==> config.mk <==
export PLATFORM = sky130hd
export DESIGN_NAME = mmio_router
export DESIGN_NICKNAME = d
export VERILOG_FILES = /design/src/rtl/mmio_pkg.sv /design/src/rtl/mmio_led_bank.sv /design/src/rtl/mmio_router.sv
export SDC_FILE = /design/constraint.sdc
export NUM_CORES = 1
export LEC_CHECK = 0
export BUFFER_PORTS_ARGS = -buffer_cell sky130_fd_sc_hd__buf_2
export CELL_PAD_IN_SITES_DETAIL_PLACEMENT = 2
export CELL_PAD_IN_SITES_GLOBAL_PLACEMENT = 2
export CORE_ASPECT_RATIO = 0.5
export CORE_MARGIN = 10
export CORE_UTILIZATION = 29
export CTS_CLUSTER_DIAMETER = 60
export CTS_CLUSTER_SIZE = 25
export DETAILED_ROUTE_END_ITERATION = 7
export GPL_TIMING_DRIVEN = 0
export PLACE_DENSITY_LB_ADDON = 0.12
export SLEW_MARGIN = 20
export SYNTH_ARGS = -nofsm -noshare
export SYNTH_HDL_FRONTEND = slang
export SYNTH_SLANG_ARGS = --single-unit
==> constraint.sdc <==
create_clock -name main_clk -period 4 [get_ports main_clk]
set_input_delay 0.4 -clock main_clk [delete_from_list [all_inputs] [get_ports main_clk]]
set_output_delay 0.4 -clock main_clk [all_outputs]
set_load 0.02 [all_outputs]
==> src/rtl/mmio_pkg.sv <==
// Shared types and constants for the memory-mapped IO router.
package mmio_pkg;

  // Router transaction states. Exactly one transaction is in flight at a time.
  typedef enum logic [1:0] {
    ST_IDLE  = 2'd0,
    ST_ISSUE = 2'd1,
    ST_WAIT  = 2'd2,
    ST_RESP  = 2'd3
  } mmio_state_e;

  // Fixed slot assignments on the IO bus
  localparam int SLOT_LED = 0;
  localparam int SLOT_VGA = 1;
  localparam int SLOT_SD  = 2;
  localparam int SLOT_PS2 = 3;

  // Address bit that distinguishes IO space from memory space
  localparam int IO_SPACE_BIT = 31;

endpackage

==> src/rtl/mmio_led_bank.sv <==
// LED register bank living in slot 0: write/readback of single LED bits and
// an internally generated acknowledge one cycle after the select.
module mmio_led_bank #(
  parameter int LED_COUNT = 10,
  parameter int DATA_W    = 16
) (
  input  logic                 clk,
  input  logic                 rst_n,
  input  logic                 issue,
  input  logic                 write,
  input  logic [3:0]           addr,
  input  logic                 wdata_bit,
  output logic                 ack,
  output logic [DATA_W-1:0]    rdata,
  output logic [LED_COUNT-1:0] led_state
);

  logic [LED_COUNT-1:0] led_q;
  logic                 ack_q;

  // LED bits update at the select; addresses beyond LED_COUNT are dropped
  always_ff @(posedge clk or negedge rst_n) begin
    if (!rst_n) begin
      led_q <= '0;
      ack_q <= 1'b0;
    end else begin
      ack_q <= issue;
      for (int i = 0; i < LED_COUNT; i++) begin
        if (issue && write && (addr == 4'(i))) led_q[i] <= wdata_bit;
      end
    end
  end

  // Readback of the addressed LED bit, zero when out of range
  always_comb begin
    rdata = '0;
    for (int i = 0; i < LED_COUNT; i++) begin
      if (addr == 4'(i)) rdata[0] = led_q[i];
    end
  end

  assign ack       = ack_q;
  assign led_state = led_q;

endmodule

==> src/rtl/mmio_router.sv <==
// Memory-mapped IO router: decodes a device slot from the CPU address, pulses
// a one-cycle select, waits for the slot's acknowledge (bounded by TIMEOUT)
// and returns lane-extracted read data or a bus error.
//
// Handshake: a request transfers on a rising edge where req_valid and
// req_ready are both high; req_ready is high only in IDLE. rsp_valid is a
// one-cycle strobe with no back-pressure; rsp_err and rsp_rdata are only
// meaningful (and otherwise 0) while rsp_valid is high.
module mmio_router
  import mmio_pkg::*;
#(
  parameter int                      NUM_SLOTS    = 8,
  parameter int                      SEL_LSB      = 23,
  parameter int                      DATA_W       = 16,
  parameter int                      DEV_ADDR_W   = 15,
  parameter logic [NUM_SLOTS-1:0]    SLOT_PRESENT = 8'h0F,
  parameter int                      TIMEOUT      = 255,
  parameter int                      LED_COUNT    = 10
) (
  input  logic                        main_clk,
  input  logic                        main_rst_n,
  input  logic                        req_valid,
  output logic                        req_ready,
  input  logic [31:0]                 req_addr,
  input  logic [DATA_W-1:0]           req_wdata,
  input  logic                        req_write,
  input  logic                        req_byte,
  output logic                        rsp_valid,
  output logic [DATA_W-1:0]           rsp_rdata,
  output logic                        rsp_err,
  output logic [NUM_SLOTS-1:0]        dev_sel,
  output logic                        dev_write,
  output logic                        dev_byte,
  output logic [DEV_ADDR_W-1:0]       dev_addr,
  output logic [DATA_W-1:0]           dev_wdata,
  input  logic [NUM_SLOTS*DATA_W-1:0] dev_rdata,
  input  logic [NUM_SLOTS-1:0]        dev_ack,
  output logic [LED_COUNT-1:0]        led_out_state
);

  localparam int SLOT_W = $clog2(NUM_SLOTS);
  localparam int LANES  = DATA_W / 8;
  localparam int LANE_W = $clog2(LANES);

  mmio_state_e         state_q, state_d;
  logic [31:0]         addr_q;
  logic                write_q, byte_q;
  logic [DATA_W-1:0]   wdata_q;
  logic [15:0]         cnt_q, cnt_d;
  logic [DATA_W-1:0]   rdata_q, rdata_d;
  logic                err_q, err_d;

  logic [SLOT_W-1:0]   slot;
  logic                mapped;
  logic                slot_is_led;
  logic                led_issue;
  logic                led_ack;
  logic [DATA_W-1:0]   led_rdata;
  logic [DATA_W-1:0]   raw_rdata;
  logic [7:0]          lane_byte;
  logic [DATA_W-1:0]   read_val;
  logic                unused_addr;

  assign slot        = addr_q[SEL_LSB +: SLOT_W];
  assign mapped      = addr_q[IO_SPACE_BIT] && SLOT_PRESENT[slot];
  assign slot_is_led = (slot == SLOT_W'(SLOT_LED));
  assign led_issue   = (state_q == ST_ISSUE) && mapped && slot_is_led;
  assign unused_addr = ^addr_q;

  // Slot 0 data comes from the internal bank, never from the external bus
  assign raw_rdata = slot_is_led ? led_rdata : dev_rdata[int'(slot)*DATA_W +: DATA_W];
  assign lane_byte = 8'(raw_rdata >> {addr_q[LANE_W-1:0], 3'b000});
  assign read_val  = write_q ? '0 :
                     byte_q  ? {{(DATA_W-8){1'b0}}, lane_byte} : raw_rdata;

  mmio_led_bank #(
    .LED_COUNT (LED_COUNT),
    .DATA_W    (DATA_W)
  ) u_led_bank (
    .clk       (main_clk),
    .rst_n     (main_rst_n),
    .issue     (led_issue),
    .write     (write_q),
    .addr      (addr_q[3:0]),
    .wdata_bit (wdata_q[0]),
    .ack       (led_ack),
    .rdata     (led_rdata),
    .led_state (led_out_state)
  );

  // State register plus latched request attributes and response payload
  always_ff @(posedge main_clk or negedge main_rst_n) begin
    if (!main_rst_n) begin
      state_q <= ST_IDLE;
      addr_q  <= '0;
      write_q <= 1'b0;
      byte_q  <= 1'b0;
      wdata_q <= '0;
      cnt_q   <= '0;
      rdata_q <= '0;
      err_q   <= 1'b0;
    end else begin
      state_q <= state_d;
      cnt_q   <= cnt_d;
      rdata_q <= rdata_d;
      err_q   <= err_d;
      if (state_q == ST_IDLE && req_valid) begin
        addr_q  <= req_addr;
        write_q <= req_write;
        byte_q  <= req_byte;
        wdata_q <= req_byte ? {LANES{req_wdata[7:0]}} : req_wdata;
      end
    end
  end

  // Next-state logic: decode, ack/timeout tracking, response capture
  always_comb begin
    state_d = state_q;
    cnt_d   = cnt_q;
    rdata_d = rdata_q;
    err_d   = err_q;
    case (state_q)
      ST_IDLE: begin
        if (req_valid) state_d = ST_ISSUE;
      end
      ST_ISSUE: begin
        cnt_d = '0;
        if (!mapped) begin
          state_d = ST_RESP;
          err_d   = 1'b1;
          rdata_d = '0;
        end else if (!slot_is_led && dev_ack[slot]) begin
          state_d = ST_RESP;
          err_d   = 1'b0;
          rdata_d = read_val;
        end else begin
          state_d = ST_WAIT;
        end
      end
      ST_WAIT: begin
        cnt_d = cnt_q + 16'd1;
        if (slot_is_led ? led_ack : dev_ack[slot]) begin
          state_d = ST_RESP;
          err_d   = 1'b0;
          rdata_d = read_val;
        end else if (cnt_q == 16'(TIMEOUT - 1)) begin
          state_d = ST_RESP;
          err_d   = 1'b1;
          rdata_d = '0;
        end
      end
      ST_RESP: begin
        state_d = ST_IDLE;
      end
      default: state_d = ST_IDLE;
    endcase
  end

  assign req_ready = (state_q == ST_IDLE);
  assign rsp_valid = (state_q == ST_RESP);
  assign rsp_err   = rsp_valid && err_q;
  assign rsp_rdata = rsp_valid ? rdata_q : '0;
  assign dev_sel   = (state_q == ST_ISSUE && mapped) ? (NUM_SLOTS'(1) << slot) : '0;
  assign dev_write = write_q;
  assign dev_byte  = byte_q;
  assign dev_addr  = addr_q[DEV_ADDR_W-1:0];
  assign dev_wdata = wdata_q;

endmodule
==> impl_results.md, run 1 <==
* Clock power share at between 10% and 20%
* Drt wl/cell at 22.2 um
* Pre-CTS setup slack at 0.880 ns
* Crit start category: flip-flop
* Fin crit period at around 3.2 ns
* Number of fill cells at 1890
* Int Power at 2.77 mW
* Vias at 4761
* Sw Share at between 40 and 50%
* Sequential area share after synthesis at 41.2%
* CTS tree: done
* Relative slew slack at 33.2%
* Ys flop type: dfrtp_1
* GRT overflow at 0
* Row cnt at 33
* Peak Freq at 0.313 GHz
* Placed Cells at 929
* Area leader, netlist: dfrtp_1
* Worst EP arrival at 3.42 ns
* RSZ-0062 raised after global routing: no
* Endpoints failing setup at 0
* Mapped cell area at roughly 5000 um^2
* Final ANT Viol Nets at 0
* Die X at 206 um
* Power share of the combinational group at 56.0%
* IO Port Bufs at 223
* First-pass GRT wire length at around 32 mm
* Pins Over Slew Limit at 0
* Commonest non-fill, non-tap cell in the layout: buf_2
* Max clock buf depth at 2
* Crit-path max FO at 7
* DRT Pass-1 Iters at 4
* Initial antenna violation count at 1
* EDFF count, synth at 0
* Seq cells post-synth at 83
* Status: finished, final reports clean
* Final design utilization at 40.7%
* # DRC at 0
* Pleak at 3.37 nW
* PD cells at 734 nW/um^2
* Worst r2r path cells at 7
* Area contributors post-synth: dfrtp_1, mux2_2, mux2i_1
* Part of the power in registers at 26.6%
* Area Growth Syn to Fin at 35.1%
* Die height at 113 um
* Worst vdd ir at around 0.27 mV
* Final worst slack at 0.805 ns
* Synth unique cells at 49
* CTS buffer count at 9
* DR iter-0 viols at 181
* Routed wire length at roughly 21 mm
* All-layer global routing usage at approximately 18%
* R2R Path End: u_led_bank.led_state[4]
* Post-CTS Resized at 0
* Most frequent cells in the layout: buf_2, dfrtp_1, mux2_2
* Gate count of the mapped netlist at 475
* Io pins at between 200 and 300
* Vias in the first global route at 5372
* Count of final hold-check violations at 0
* Skew final at approximately 0.0075 ns
* CP Capture Type: flip-flop
* Root Driver: clkbuf_16
* Max Cap Viol at 0
* Via/cell ratio at 5.02
* Worst setup path end: u_led_bank.led_state[4]
* Final period utilization at between 70% and 80%
* Critical Path RT at 4.22 ns
* GP Congestion at 0.815
* Final non-filler cell total at ~950
* Die area at approximately 23000 um^2
* Reg2reg setup slack at 0.81 ns
* Warnings from Yosys at 0
* Ratio of cells with drive above 1 in the final layout at 46.3%
* Mean Syn Cell Area at 10.6 um^2
* Worst Setup SP: state_q[1]
* Total power draw at 5.00 mW
* Post-synth ARST share at 100%
* Later-pin clock latency in the skew report at between 0.3 and 0.4 ns
* Initial Util at 30.1%
* Share of the synthesized area in the top cell type at 41.2%
* Clock slew seen by the registers of the worst setup and hold paths at 0.07 ns
* Crit path kind: flip-flop to flip-flop
* Post-DP HPWL at 17.4 mm
* H-tree lvl count at 3
* Nets@finish at 909
* # clock sinks at just over 80
* Largest net degree at the start of global routing at 73
* Core footprint at between 15000 and 20000 um^2
* Net Sw Power at roughly 2.2 mW
* Slew @ Worst Pin at 0.989 ns
* Hold Crit Class: input pin to flip-flop
* Final setup TNS at 0 ns
* Origin of the critical flop-to-flop path: state_q[1]
## state kept, by name, summed over array words and instances, names as in the netlist
signal and cells:
u_led_bank.ack 1, dev_write 1, err_q 1, u_led_bank.led_state 10, dev_wdata 16, rdata_q 16
cnt_q 16, dev_byte 1, state_q 2, addr_q 19
## cells in the mapped netlist, types with 7 or more instances
| master | instances |
|---|---|
| o2bb2ai_1 | 8 |
| o21ai_0 | 17 |
| a211oi_1 | 14 |
| dfrtp_1 | 83 |
| mux2_2 | 41 |
| nand3_1 | 7 |
| inv_1 | 10 |
| clkbuf_1 | 20 |
| nor2_1 | 26 |
| buf_4 | 21 |
| mux4_2 | 16 |
| a21oi_1 | 33 |
| and2_1 | 18 |
| a22o_2 | 7 |
| mux2i_1 | 38 |
| nand2_1 | 33 |
## critical path, stage by stage, from the launching register on
cell and delay (ns):
dfrtp_1 0.43, inv_1 0.14, ha_1 0.27, nand3b_1 0.33, nor4b_1 0.95, nand3_1 0.32, nor3_1 0.27, mux2_2 0.37
## per-stage QoR
stage                     area [um^2]  hold WS [ns]
final                            6810         0.287
after global placement           6450         0.459
after floorplan                  5050         0.104
after global routing             6800         0.270
after CTS                        6800         0.273
after detailed placement         6480         0.231
## metal layers
layer  vias to the layer above  global-route usage [%]  wire length, um
met2                       109                    31.9            10800
met4                         0                    3.29              173
li1                       2203                       -                -
met5                         -                       0                0
met3                        10                    3.99             1130
met1                      2439                    21.4             8920
## power by group through the flow
stage	sequential (mW)	combinational, mW	clock [mW]
2_1_floorplan	1.41	1.82	0
3_3_place_gp	1.32	2.75	0
3_5_place_dp	1.35	2.83	0
4_1_cts	1.34	2.84	0.904
5_1_grt	1.38	3.08	0.937
6_report	1.33	2.80	0.871
## worst min path at each step
| stage | to | slack, ns | start | depth (start not counted) |
|---|---|---|---|---|
| after detailed placement | cnt_q[13] | 0.23 | main_rst_n | 1 |
| after CTS | addr_q[14] | 0.27 | req_addr[14] | 2 |
| after floorplan | addr_q[0] | 0.10 | main_rst_n | 0 |
| final | addr_q[7] | 0.29 | req_addr[7] | 2 |
| after global placement | dev_wdata[14] | 0.46 | dev_wdata[14] | 2 |
| after global routing | addr_q[7] | 0.27 | req_addr[7] | 2 |
## cell type report
type	count	area, um^2	area share, %
multi-input cells	333	2650	38.9
well taps	227	284	4.17
inverters	10	37.5	0.551
flip-flops and latches	83	2080	30.5
clock buffers	9	225	3.31
plain buffers	52	287	4.21
diodes	3	7.51	0.110
clock inverters	7	80.1	1.18
repair buffers	225	1160	17.0
## logic make-up after synthesis
family | after synthesis | synth area share [%]
DFF | 83 | 41.2
and+or+nand+nor | 122 | 12.2
AOI/OAI and AO/OA | 98 | 13.3
muxes | 95 | 23.9
other | 1 | 0.0744
xor gates and xnor gates | 8 | 1.39
buffers and inverters | 62 | 6.43
adders and majority gates | 6 | 1.49
## repair_timing
item	CTS	global route
setup buffers	0	0
hold buffers	1	0
hold endpoints to repair	11	0
Power figures use the tool's default switching activity.
==> inputs of run 2 (changes only) <==
--- a/config.mk
+++ b/config.mk
@@ -10,7 +10,7 @@
 export CELL_PAD_IN_SITES_GLOBAL_PLACEMENT = 2
 export CORE_ASPECT_RATIO = 0.5
 export CORE_MARGIN = 10
-export CORE_UTILIZATION = 29
+export CORE_UTILIZATION = 27
 export CTS_CLUSTER_DIAMETER = 60
 export CTS_CLUSTER_SIZE = 25
 export DETAILED_ROUTE_END_ITERATION = 7
==> constraint.sdc (replaced) <==
create_clock -name main_clk -period 3 [get_ports main_clk]
set_input_delay 0.3 -clock main_clk [delete_from_list [all_inputs] [get_ports main_clk]]
set_output_delay 0.3 -clock main_clk [all_outputs]
set_load 0.02 [all_outputs]
==> impl_results.md, run 2 (synthesis gave the netlist of run 1 again) <==
* Status: finished, final reports clean
* Routed wire length at 21.4 mm (+1.7%)
* Commonest non-fill, non-tap cell in the layout: buf_2
* Vias at 4714 (-0.99%)
* Int Power at 3.60 mW (+30%)
* Clock slew seen by the registers of the worst setup and hold paths at 0.07 ns (about the same)
* First-pass GRT wire length at 32.3 mm (+0.30%)
* Later-pin clock latency in the skew report at 0.34 ns (about the same)
* Die height at 117 um (+3.0%)
* Row cnt at 35 (+6.1%)
* Initial Util at 27.5% (-2.7 points)
* CP Capture Type: primary output
* Critical Path RT at 2.70 ns (-1.52 ns)
* CTS buffer count at 9 (unchanged)
* Design area at 6790 um^2 (-0.26%)
* IO Port Bufs at 223 (unchanged)
* GP Congestion at 0.817 (+0.21%)
* Die X at 213 um (+3.3%)
* Final period utilization at between 80% and 90%
* Root Driver: clkbuf_16
* Largest register by flop count: addr_q
* Ratio of cells with drive above 1 in the final layout at 46.5% (+0.14 points)
* All-layer global routing usage at 17.0% (-0.73 points)
* Skew final at 0.00553 ns (-0.00201 ns)
* Core footprint at 18300 um^2 (+9.7%)
* Hold Crit Class: input pin to flip-flop
* Crit path kind: flip-flop to primary output
* Crit-path max FO at 10 (+3)
* Final setup TNS at 0 ns (unchanged)
* Largest net degree at the start of global routing at 71 (-2.7%)
* Io pins at 259 (unchanged)
* Die area at 24900 um^2 (+6.4%)
* Critical-path top delay cell: clkbuf_1
* PD cells at 967 nW/um^2 (+32%)
* CP max stage delay at 0.51 ns (-0.44 ns)
* Worst EP arrival at 2.39 ns (-1.03 ns)
* Part of the power in registers at 27.0% (+0.4 points)
* Pleak at 3.35 nW (-0.48%)
* Area after DPL at 6500 um^2 (+0.25%)
* GRT overflow at 0 (unchanged)
* Area Growth Syn to Fin at 34.7%
* Net Sw Power at 2.97 mW (+33%)
* # clock sinks at 83 (unchanged)
* Max reg flops at 19 (unchanged)
* RSZ-0062 raised after global routing: no
* Via/cell ratio at 4.92 (-2.0%)
* Power share of the combinational group at 57.1% (+1.1 points)
* Max clock buf depth at 2 (unchanged)
* Hold Slack at 0.183 ns (-0.104 ns)
* Final ANT Viol Nets at 0 (unchanged)
* Sw Share at 45.2% (+0.63 points)
* DR iter-0 viols at 180 (-0.55%)
* Clock power share at 15.9% (-1.5 points)
* Nets@finish at 909 (unchanged)
* Endpoints failing setup at 0 (unchanged)
* Max Cap Viol at 0 (unchanged)
* Initial antenna violation count at 1 (unchanged)
* Vias in the first global route at 5366 (-0.11%)
* Crit start category: flip-flop
* Post-DP HPWL at 17.4 mm (-0.48%)
* Drt wl/cell at 22.3 um (+0.59%)
* Worst Path Buf+Inv at 5 (+4)
* Pins Over Slew Limit at 0 (unchanged)
* Post-CTS Setup Inserts at 0 (unchanged)
* Worst vdd ir at 0.347 mV (+30%)
* CP dominant cell by count: buf_2
* DRT Pass-1 Iters at 4 (unchanged)
* Fin crit period at 2.69 ns
* Count of final hold-check violations at 0 (unchanged)
* Most frequent cells in the layout: buf_2, dfrtp_1, mux2_2
* # DRC at 0 (unchanged)
* Peak Freq at 0.371 GHz
* Critical path's top delay family: buffers and inverters
* H-tree lvl count at 3 (unchanged)
* Worst path cell trace: buf_2 > clkbuf_1 > buf_1 > nor3_1 > buf_4 > buf_2
* Relative slew slack at 35.6% (+2.4 points)
* CTS tree: done
* Slew @ Worst Pin at 0.967 ns (-0.0219 ns)
* Number of diodes at 0 (-3)
## run 2: metrics by stage
stage                     util, %  power (mW)  worst slack, ns  instances
after global routing         37.0        7.13           0.0354        959
after detailed placement     35.4        5.60           0.0577        942
after floorplan                 -        4.31            0.689        478
final                        37.0        6.57            0.306        959
after global placement       35.2        5.50            0.110        941
after CTS                    37.0        6.68           0.0359        959
## run 2: area by class of cell
cell class | instances | area, um^2
sequential | 83 | 2080
fill | 2085 | 11600
clock inverter | 6 | 42.5
buffer | 52 | 288
inverter | 10 | 37.5
tap | 240 | 300
clock buffer | 10 | 229
timing repair buffer | 225 | 1160
multi-input combinational | 333 | 2660
## run 2: worst paths after layout
kind | from | to | slack (ns) | depth (start not counted)
hold reg to reg | dev_wdata[14] | dev_wdata[14] | 0.48 | 2
max in group asynchronous | main_rst_n | rdata_q[10] | 2.04 | 3
min in group asynchronous | main_rst_n | addr_q[11] | 0.34 | 2
setup reg to reg | state_q[1] | u_led_bank.led_state[4] | 0.33 | 7
hold / removal | req_addr[7] | addr_q[7] | 0.18 | 2
setup / recovery | addr_q[23] | dev_sel[0] | 0.31 | 6
## run 2: timing repair
item,in CTS,in global routing
hold buffers,1,0
hold endpoints to repair,13,0
setup endpoints to repair,0,4
gates resized for setup,0,2
## run 2: per-layer routing
layer  part of all wire, %  global-route usage, %
met1                    44                   21.0
met2                    49                   29.8
met3                   6.5                   5.04
met4                  0.40                   2.02
met5                 0.056                      0
## run 2: worst reg2reg max path, delay by kind of cell (launching register included)
family        cells  cell delay [ns]
fa+ha+maj         1             0.26
mux               1             0.37
flops             1             0.42
buf+inv           1             0.11
simple gates      4             1.39
## run 2: power by group through the flow
| stage | clock network [mW] | logic [mW] | registers [mW] |
|---|---|---|---|
| 2_1_floorplan | 0 | 2.43 | 1.88 |
| 3_5_place_dp | 0 | 3.81 | 1.80 |
| 4_1_cts | 1.08 | 3.82 | 1.78 |
| 5_1_grt | 1.13 | 4.16 | 1.84 |
| 6_report | 1.05 | 3.75 | 1.77 |
| 3_3_place_gp | 0 | 3.72 | 1.78 |
==> inputs of run 3 (changes only) <==
--- a/config.mk
+++ b/config.mk
@@ -19,4 +19,5 @@
 export SLEW_MARGIN = 20
 export SYNTH_ARGS = -nofsm -noshare
 export SYNTH_HDL_FRONTEND = slang
+export SYNTH_HIERARCHICAL = 1
 export SYNTH_SLANG_ARGS = --single-unit
==> constraint.sdc (replaced) <==
create_clock -name main_clk -period 3 [get_ports main_clk]
set_input_delay 0.3 -clock main_clk [delete_from_list [all_inputs] [get_ports main_clk]]
set_output_delay 0.3 -clock main_clk [all_outputs]
set_load 0.1 [all_outputs]
==> impl_results.md, run 3 <==
* Most frequent cells in the layout: buf_2, dfrtp_1, mux2_2
* Reg2reg setup slack at 0.42 ns (+0.09 ns)
* First-pass GRT wire length at 33.6 mm (+4.0%)
* Core footprint at 18700 um^2 (+2.1%)
* Pre-CTS setup slack at 0.383 ns (+0.325 ns)
* Relative slew slack at 46.7% (+11 points)
* Slew @ Worst Pin at 0.799 ns (-0.168 ns)
* Worst r2r path cells at 7 (unchanged)
* Ys flop type: dfrtp_1
* Pleak at 3.54 nW (+5.7%)
* Hold Slack at 0.193 ns (+0.0103 ns)
* Commonest non-fill, non-tap cell in the layout: buf_2
* R2R Path End: rdata_q[2]
* Origin of the critical flop-to-flop path: addr_q[23]
* Die height at 119 um (+1.7%)
* Final non-filler cell total at 1009 (+5.2%)
* IO Port Bufs at 223 (unchanged)
* GP Congestion at 0.785 (-3.9%)
* Worst vdd ir at 0.586 mV (+69%)
* Max clock buf depth at 2 (unchanged)
* DRT Pass-1 Iters at 4 (unchanged)
* Synth unique cells at 52 (+6.1%)
* Worst EP arrival at 2.42 ns (+0.03 ns)
* Drt wl/cell at 21.1 um (-5.4%)
* DR iter-0 viols at 183 (+1.7%)
* Endpoints failing setup at 0 (unchanged)
* Largest register by flop count: addr_q
* Routed wire length at 21.3 mm (-0.43%)
* Final worst slack at 0.275 ns (-0.0307 ns)
* Final design utilization at 37.9% (+0.89 points)
* Status: finished, final reports clean
* Worst setup path end: dev_sel[3]
* RSZ-0062 raised after global routing: no
* Worst Setup SP: addr_q[24]
* Post-synth top cells: dfrtp_1, mux2_2, mux2i_1
* Share of the synthesized area in the top cell type at 39.6% (-1.6 points)
* Post-CTS Setup Inserts at 0 (unchanged)
* Max Cap Viol at 0 (unchanged)
* Area contributors post-synth: dfrtp_1, mux2_2, mux2i_1
* Post-CTS Resized at 0 (unchanged)
* Critical Path RT at 2.70 ns (about the same)
* CTS Hold Bufs at 1 (unchanged)
* Final ANT Viol Nets at 0 (unchanged)
* Skew final at 0.00948 ns (+0.00395 ns)
* Root Driver: clkbuf_16
* H-tree lvl count at 3 (unchanged)
* Post-synth ARST share at 100% (unchanged)
* Initial antenna violation count at 2 (+1)
* Mapped cell area at 5250 um^2 (+4.1%)
* Ratio of cells with drive above 1 in the final layout at 47.1% (+0.61 points)
* EDFF count, synth at 0 (unchanged)
* Pins Over Slew Limit at 0 (unchanged)
* Crit-path max FO at 10 (unchanged)
* All-layer global routing usage at 16.3% (-0.69 points)
* Vias at 4795 (+1.7%)
* Placed Cells at 990 (+5.1%)
* Largest net degree at the start of global routing at 54 (-24%)
* Seq cells post-synth at 83 (unchanged)
* # DRC at 0 (unchanged)
* Crit path kind: flip-flop to primary output
* Hold Crit Class: input pin to flip-flop
* GRT overflow at 0 (unchanged)
* Most frequent cell after synthesis: dfrtp_1
* PD cells at 1190 nW/um^2 (+23%)
* Crit start category: flip-flop
* Clock slew seen by the registers of the worst setup and hold paths at 0.07 ns (about the same)
* Area leader, netlist: dfrtp_1
* Final period utilization at 90.8% (+1.0 points)
* Mean Syn Cell Area at 10.7 um^2 (+0.89%)
* Sequential area share after synthesis at 39.6% (-1.6 points)
* # clock sinks at 83 (unchanged)
* Via/cell ratio at 4.75 (-3.3%)
* Die area at 25700 um^2 (+3.5%)
* Nets@finish at 938 (+3.2%)
* CTS buffer count at 9 (unchanged)
* Later-pin clock latency in the skew report at 0.33 ns (about the same)
* Number of fill cells at 2159 (+3.5%)
* CP Capture Type: primary output
* Io pins at 259 (unchanged)
* Peak Freq at 0.367 GHz (-1.1%)
* Vias in the first global route at 5565 (+3.7%)
* Area Growth Syn to Fin at 35.4%
* Fin crit period at 2.72 ns (+0.0307 ns)
* Count of final hold-check violations at 0 (unchanged)
* Warnings from Yosys at 6 (+6)
* CTS tree: done
* Initial Util at 28.0% (+0.52 points)
* Row cnt at 35 (unchanged)
* Post-DP HPWL at 17.6 mm (+1.3%)
* Gate count of the mapped netlist at 490 (+3.2%)
* Max reg flops at 19 (unchanged)
* Die X at 217 um (+1.8%)
-- run 3: changes by cell type after synthesis, moves of 7 or more --
cell      delta
a221oi_1     +8
o21ai_0      +8
a21oi_1     -20
buf_4       +17
a221o_1     +10
a211oi_1    -14
a22o_2       -7
a22o_1      +10
a22oi_1     +16
nor2_1      -10
mux4_2       -8
-- run 3: cells by family (layout without fill, tap and decap cells) --
logic type / count (synthesis) / after routing / share of synthesized area [%]
and+or+nand+nor: 111 / 111 / 12.0
AOI/OAI and AO/OA: 102 / 102 / 14.1
muxes: 102 / 102 / 22.7
DFF: 83 / 83 / 39.6
buffers and inverters: 75 / 316 / 8.44
xor gates and xnor gates: 9 / 9 / 1.50
adders and majority gates: 6 / 6 / 1.43
other: 2 / 21 / 0.143
-- run 3: final cells by class --
class,instances,area [um^2],area share [%]
plain buffers,67,413,5.81
well taps,259,324,4.56
clock inverters,7,80.1,1.13
flip-flops and latches,83,2080,29.2
multi-input cells,349,2790,39.3
inverters,8,30.0,0.423
repair buffers,225,1160,16.3
diodes,2,5.00,0.0705
clock buffers,9,225,3.17
-- run 3: worst min-delay path by stage --
stage	start	to	cells past startpoint
5_1_grt	req_addr[14]	addr_q[14]	2
4_1_cts	req_addr[13]	addr_q[13]	2
2_1_floorplan	main_rst_n	addr_q[0]	0
3_3_place_gp	dev_wdata[8]	dev_wdata[8]	2
6_report	req_addr[13]	addr_q[13]	2
3_5_place_dp	main_rst_n	dev_wdata[14]	1
-- run 3: where the power goes --
| group | switching, mW | internal [mW] |
|---|---|---|
| logic | 3.96 | 1.57 |
| registers | 0.277 | 1.47 |
| clock network | 0.488 | 0.658 |
-- run 3: metrics by stage --
stage / total power, mW / TNS (ns) / area, um^2
final: 8.42 / 0 / 7100
after global placement: 7.28 / 0 / 6750
after floorplan: 6.07 / -1.07 / 5310
after global routing: 8.96 / 0 / 7100
after CTS: 8.55 / 0 / 7100
after detailed placement: 7.38 / 0 / 6780
-- run 3: worst max-delay path: stages (launching register included) --
cell and delay [ns]:
dfrtp_1 0.33, buf_4 0.15, buf_2 0.33, clkbuf_1 0.54
and4_1 0.30, buf_2 0.43
-- run 3: metal layers --
metal | share of wire [%] | vias to the layer above | track usage (%) | routed length, um
met5 | 0.061 | - | 0 | 13
met4 | 0.46 | 2 | 2.17 | 97
met1 | 45 | 2387 | 20.2 | 9620
li1 | - | 2261 | - | -
met3 | 5.4 | 6 | 4.25 | 1150
met2 | 49 | 139 | 28.6 | 10400
